**src/rtl/sat_counter.sv**
```systemverilog
// Up-counter that sticks at all-ones; synchronous clear has priority over increment.
module sat_counter #(
   parameter int unsigned W = 8
) (
   input  logic         clk,
   input  logic         rst_b,
   input  logic         inc,
   input  logic         clr,
   output logic [W-1:0] value
);

   logic [W-1:0] value_d, value_q;

   always_comb begin
      value_d = value_q;
      if (clr) begin
         value_d = '0;
      end else if (inc && (value_q != {W{1'b1}})) begin
         value_d = value_q + W'(1);
      end
   end

   always_ff @(posedge clk or negedge rst_b) begin
      if (!rst_b) begin
         value_q <= '0;
      end else begin
         value_q <= value_d;
      end
   end

   assign value = value_q;

endmodule

```
**config.mk**
```make
export PLATFORM = sky130hd
export DESIGN_NAME = sat_counter
export DESIGN_NICKNAME = d
export VERILOG_FILES = /design/src/rtl/sat_counter.sv
export SDC_FILE = /design/constraint.sdc
export NUM_CORES = 1
export LEC_CHECK = 0
export CORE_UTILIZATION = 28
export CTS_CLUSTER_SIZE = 16
export DETAILED_ROUTE_END_ITERATION = 6
export PLACE_DENSITY = 0.63
export SKIP_CTS_REPAIR_TIMING = 1
export SYNTH_ARGS = -nofsm -noshare
export SYNTH_HDL_FRONTEND = slang
export SYNTH_SLANG_ARGS = --single-unit
```
**constraint.sdc**
```tcl
create_clock -name clk -period 1.85 [get_ports clk]
set_input_delay 0.555 -clock clk [delete_from_list [all_inputs] [get_ports clk]]
set_output_delay 0.555 -clock clk [all_outputs]
set_load 0.03 [all_outputs]
```
---- Yosys cells after proc, flatten, opt, wreduce, memory -nomap -nowiden ----
Cells that the tools add are included.
word-level totals
  register bits after elaboration ......... 8
  bits of input ports ..................... 4
  output and inout bits ................... 8
  word-level logic and storage cells ...... 7
operators by class
  add/subtract/negate cells ............... 1
  equal/unequal tests ..................... 1
  mux-type cells .......................... 2
  reductions and logical operators ........ 2
operators by type and width
  cell                                                           count
  8-bit 2-to-1 mux                                               2
  8-bit by 1-bit adder with 8-bit output, second input constant  1
  8-bit inequality test, second input constant                   1
  2-bit nonzero test                                             1
  1-bit logical AND                                              1

---- Logic depth before layout (Yosys ltp) ----
Gate-level depths: netlist of the first run.
  depth in word-level cells ............... 4
  mapped depth ............................ 4
  depth with buffers taken out ............ 4

---- Worst setup path before layout of the first run ----
Ideal clock, no wire load.
  path type ............................... register -> register
  start point ............................. register value_q[0] (netlist: value[0])
  end point ............................... register value_q[0] (netlist: value[0])
  setup time .............................. 0.125 ns
  arrival time ............................ 1.623 ns
  setup slack ............................. 0.103 ns
  cell stages (with the launch flop) ...... 5
  clock period less this slack ............ 1.747 ns
  path through ............................ dfrtp_1 > ha_1 > and4_2 > a21boi_1 > mux2_2
on the way
  longest elaborated chain between the ends .. 3
  elaborated cells on any way between the ends .. 6
  those cells by class .................... 1 x add/sub; 1 x eq/ne; 2 x mux; 2 x reduce/logical
RTL lines
  element                                                                          line    text
  start: declaration                                                               12      logic [W-1:0] value_d, value_q;
  start signal: assignment                                                         27      value_q <= value_d;
  8-bit by 1-bit adder with 8-bit output or 8-bit inequality test (tied branches)  19, 18
  8-bit 2-to-1 mux or 1-bit logical AND (tied branches)                            18      end else if (inc && (value_q != {W{1'b1}})) begin
  8-bit 2-to-1 mux or 2-bit nonzero test (tied branches)                           n/a
Several ways; a longest one is shown, not always the timed one. The select of a mux whose other input is x is not followed.
A chain may end at the register's enable or synchronous reset.

---- Worst setup path after layout of the first run ----
  start point ............................. input inc
  end point ............................... register value_q[7] (netlist: value[7])
on the way
  longest elaborated chain between the ends .. 2
RTL lines
  element                              line  text
  start: declaration                   7     input logic inc,
  1-bit logical AND                    18
  2-bit nonzero test (no source line)  n/a
No other way between the ends.

==> results.tsv, run 1 <==
metric	value	unit
avgSynthCellArea	9.473	sq um
cts_tree	built	
rsz0062_at_grt	false	
setup_viol	0	
finalWorstSetupSlack	0.2143	ns
cts_buffer_depth	2	
synth_cells	49	
coreArea	0.001524	sq mm
hold_viol_final	0	
post-place-ws	-0.06020	ns
worstHoldPathType	reg -> reg	
clockRootBuffer	clkbuf_4	
io_buffer_count	11	
status	finished clean	
first_global_vias	416	
leakagePower	0.4159	nW
cp_data_arrival_time	1.80	ns
startpoint_type	input port	
yosysSeqAreaShare	43.13	%
via_per_inst	5.226	
crit_chain	clkdlybuf4s50_1 > nand3_1 > or3_1 > a211oi_1	
cts_max_level	1	
use_met3	6.383	%
synthTopCellsByArea	dfrtp_1 43%, mux2_2 4.9%, nor3_1 4.3%, nand2b_1 4.0%, nor2b_1 4.0%	
vias	439	
crit_path_end_kind	flop	
grt_pass1_wl	1814	um
dieArea	0.001825	sq mm
finalCriticalPeriod	1.636	ns
dr.pass1.iters	4	
routed_wl	1001	um
gp_congestion	0.7418	
whs	0.5723	ns
stdcell_area	680.7	sq um
yosys.area.top_type	dfrtp_1	
cp.required	2.01	ns
syn-num-nets	54	
wire_per_inst	11.92	um
synth_top_area_share	43.13	%
fmax	611.4	MHz
drv_slew	0	
insertedDiodeCount	0	
path_class	in -> reg	
vdd_ir_drop_max	343.7	uV
syn2layout_area_growth	46.63	%
placed_area	638.1	sq um
fin_crit_sh	88.41	%
cp_num_buf_inv	1	
pwr-share-seq	49.9	%
drc	0	
combPwrFrac	14.5	%
mostFrequentLayoutCells	8 x dlymetal6s2s_1, 8 x dfrtp_1, 7 x buf_4, 4 x nor3_1	
ys_warn_count	0	
internal-power	280.4	uW
clock_latency	0.25	ns
first_iter_violations	11	
boundaryPins	12	
grt_max_degree	10	
rows	14	
synth_area	464.2	sq um
powerDensity	546.1	mW/mm^2
antenna_found_initial	0	
grt_util_all_layers	13.82	%
die_y	42.72	um
grt-ovfl-total	0	
nNetsFinal	75	
post-dp-hpwl	737.9	um
die_x	42.72	um
final_util	44.66	%
crit_family	buffers and inverters	
pwr-share-clk	35.6	%
ys_types	28	
largest_register_ffs	8	
skew	0.004325	ns
sw_frac_of_total	24.55	%
slew_headroom	76.46	%
critPathSlowestCell	clkdlybuf4s50_1	
tightest_slew	0.3442	ns
p_switching	91.26	uW
cts_buffers	3	
drive_above_1_share	20.59	%
cts.sinks	8	
busiest_layer	met2	
tns	0	ns
maxCapViolations	0	
clk_pin_slew	0.05	ns
grt_use_met1	15.51	%
grt_util_met2	21.52	%
start_util	30.46	%
max_stage_delay	0.54	ns
crit_fanout	5	
ant_nets	0	
synth-seq-cells	8	
[cell type report]
class / count / area [sq um]
Inverter: 2 / 7.507
Fill cell: 161 / 843.3
Multi-Input combinational cell: 37 / 247.7
Clock buffer: 3 / 22.52
Tap cell: 16 / 20.02
Timing Repair Buffer: 18 / 182.7
Sequential cell: 8 / 200.2
[cell families after synthesis]
group | share of synthesized area [%]
fa+ha+maj | 2.695
buf+inv | 3.503
flops | 43.13
simple gates | 31.00
mux | 7.008
compound gates | 12.67
[per-layer routing]
| layer | wire (um) | part of all wire, % |
|---|---|---|
| met2 | 469 | 47 |
| met3 | 57 | 5.7 |
| met1 | 463 | 46 |
| met5 | 0 | 0 |
| met4 | 11 | 1.1 |
[synth_stat cells]
cell type  count
dfrtp_1        8
nor3_1         4
a21oi_1        3
nand2b_1       3
nor2b_1        3
inv_1          2
mux2_2         2
nand2_1        2
nand3_1        2
nor2_1         2
a2111oi_0      1
a211oi_1       1
a21boi_1       1
a31oi_1        1
a41oi_1        1
and3_1         1
and4_1         1
and4_2         1
buf_2          1
clkbuf_1       1
ha_1           1
mux2i_1        1
nand3_2        1
nand4_1        1
nor3b_1        1
nor4_1         1
o21ai_0        1
or3_1          1
[path summary, 6_finish.rpt]
check,start,to,slack [ns],cells after the start
worst max-delay path,inc,value[7]$_DFFE_PN0P_,0.21,4
worst min-delay path,value[7]$_DFFE_PN0P_,value[7]$_DFFE_PN0P_,0.57,2
worst max register to register,value[0]$_DFFE_PN0P_,value[0]$_DFFE_PN0P_,0.27,4
worst min register to register,value[7]$_DFFE_PN0P_,value[7]$_DFFE_PN0P_,0.57,2
max in group asynchronous,rst_b,value[3]$_DFFE_PN0P_,1.00,1
min in group asynchronous,rst_b,value[6]$_DFFE_PN0P_,0.58,1
[through the flow]
stage	std cells	total power [mW]
after floorplan	49	0.2139
after global placement	81	0.2440
after detailed placement	81	0.2436
after CTS	84	0.3818
after global routing	84	0.3973
final	84	0.3717
[worst register-to-register path, cell delays in order, from the launching register on]
cell and delay, ns:
dfrtp_1 0.43, ha_1 0.23, and4_2 0.26, a21boi_1 0.19, mux2_2 0.35
[power by group through the flow]
stage	clock [mW]	sequential (mW)	combinational [mW]
6_report	0.132	0.185	0.0540
3_5_place_dp	0	0.188	0.0554
4_1_cts	0.141	0.185	0.0557
5_1_grt	0.153	0.186	0.0587
2_1_floorplan	0	0.196	0.0178
3_3_place_gp	0	0.188	0.0557
(Power assumes the default switching activity.)
==> run 2: changes to the inputs <==
CORE_MARGIN = 5   (was unset)
==> results.tsv, run 2 (synthesis gave the netlist of run 1 again) <==
metric	value	unit	change
status	finished clean		
cts_max_level	1		unchanged
largest_register_ffs	8		unchanged
reg2reg_slack	0.25	ns	-0.02 ns
routed_wl	1122	um	+12%
die_x	50.72	um	+19%
first_global_vias	420		+0.96%
vdd_ir_drop_max	337.4	uV	-1.8%
wire_per_inst	13.36	um	+12%
p_total	372.4	uW	+0.20%
cp.required	2.01	ns	about the same
post-place-ws	-0.03769	ns	+0.02252 ns
cts_buffers	3		unchanged
max_stage_delay	0.54	ns	about the same
via_per_inst	5.298		+1.4%
crit_start	inc		
post-dp-hpwl	829.9	um	+12%
cp-endpoint	value[7]$_DFFE_PN0P_		
path_depth	4		unchanged
finalCriticalPeriod	1.641	ns	+0.005731 ns
drive_above_1_share	20.59	%	unchanged
start_util	30.11	%	-0.35 points
r2r_cells	4		unchanged
leakagePower	0.4165	nW	+0.16%
worstHoldPathType	in -> async		
drc	0		unchanged
ant_nets	0		unchanged
nNetsFinal	75		unchanged
dr.pass1.iters	4		unchanged
dieArea	0.002572	sq mm	+41%
r2r_start	value[0]$_DFFE_PN0P_		
grt_max_degree	9		-1
rsz0062_at_grt	false		
fill_cells	153		-5.0%
boundaryPins	12		unchanged
cts_tree	built		
grt_pass1_wl	1925	um	+6.1%
syn2layout_area_growth	46.63	%	unchanged
maxCapViolations	0		unchanged
rows	14		unchanged
clockRootBuffer	clkbuf_4		
crit_chain	clkdlybuf4s50_1 > nand3_1 > or3_1 > a211oi_1		
grt-ovfl-total	0		unchanged
crit_fanout	4		-1
vias	445		+1.4%
finalWorstSetupSlack	0.2086	ns	-0.005731 ns
timing.rr.end	value[0]$_DFFE_PN0P_		
critPathSlowestCell	clkdlybuf4s50_1		
powerDensity	547.2	mW/mm^2	+0.20%
gp_congestion	0.8326		+12%
insertedDiodeCount	0		unchanged
cts_buffer_depth	2		unchanged
cp_num_buf_inv	1		unchanged
fmax	609.2	MHz	-0.35%
tns	0	ns	unchanged
crit_family	buffers and inverters		
antenna_found_initial	0		unchanged
io_buffer_count	11		unchanged
hold_viol_final	0		unchanged
setup_viol	0		unchanged
cp_data_arrival_time	1.81	ns	about the same
crit_path_end_kind	flop		
cts.sinks	8		unchanged
fin_crit_sh	88.72	%	+0.31 points
startpoint_type	input port		
clk_pin_slew	0.06	ns	about the same
coreArea	0.001541	sq mm	+1.1%
drv_slew	0		unchanged
grt_util_all_layers	10.07	%	-3.8 points
die_y	50.72	um	+19%
mostFrequentLayoutCells	8 x dlymetal6s2s_1, 8 x dfrtp_1, 7 x buf_4, 4 x nor3_1		
first_iter_violations	4		-7
slew_headroom	75.61	%	-0.85 points
final_util	44.16	%	-0.51 points
clock_latency	0.25	ns	about the same
skew	0.004312	ns	-0.00001305 ns
tightest_slew	0.3566	ns	+0.01237 ns
path_class	in -> reg		
-- run 2: cell counts in the layout (fill, tap and decap cells not counted) --
Identical to the previous run, type by type.
-- run 2: how the worst min path moves through the flow --
stage / end / slack, ns
global placement: value[7]$_DFFE_PN0P_ / 0.56
floorplan: value[0]$_DFFE_PN0P_ / 0.26
CTS: value[7]$_DFFE_PN0P_ / 0.59
global route: value[5]$_DFFE_PN0P_ / 0.60
finish: value[5]$_DFFE_PN0P_ / 0.58
detailed placement: value[7]$_DFFE_PN0P_ / 0.58
-- run 2: area by class of cell --
type	count	area (sq um)	area share (%)
multi-input cells	37	247.7	36.40
flip-flops and latches	8	200.2	29.41
repair buffers	18	182.7	26.84
clock buffers	3	22.52	3.309
well taps	16	20.02	2.941
inverters	2	7.507	1.103
-- run 2: routing by layer --
layer  global-route usage (%)  up-vias  part of all wire (%)
met5                        0        -                     0
met1                    12.41      214                    49
met3                    5.325        2                   4.7
met4                    3.830        0                  0.89
li1                         -      219                     -
met2                    14.67       10                    45
-- run 2: stage by stage --
step	hold slack, ns	cell area, sq um	cells
5_1_grt	0.6047	680.7	84
6_report	0.5822	680.7	84
3_3_place_gp	0.5631	638.1	81
3_5_place_dp	0.5751	638.1	81
4_1_cts	0.5859	660.6	84
2_1_floorplan	0.2594	464.2	49
-- run 2: power by group --
part	switching (mW)	internal, mW
Clock	0.0599	0.0743
Combinational	0.0275	0.0258
Sequential	0.00566	0.179
Total	0.0931	0.279
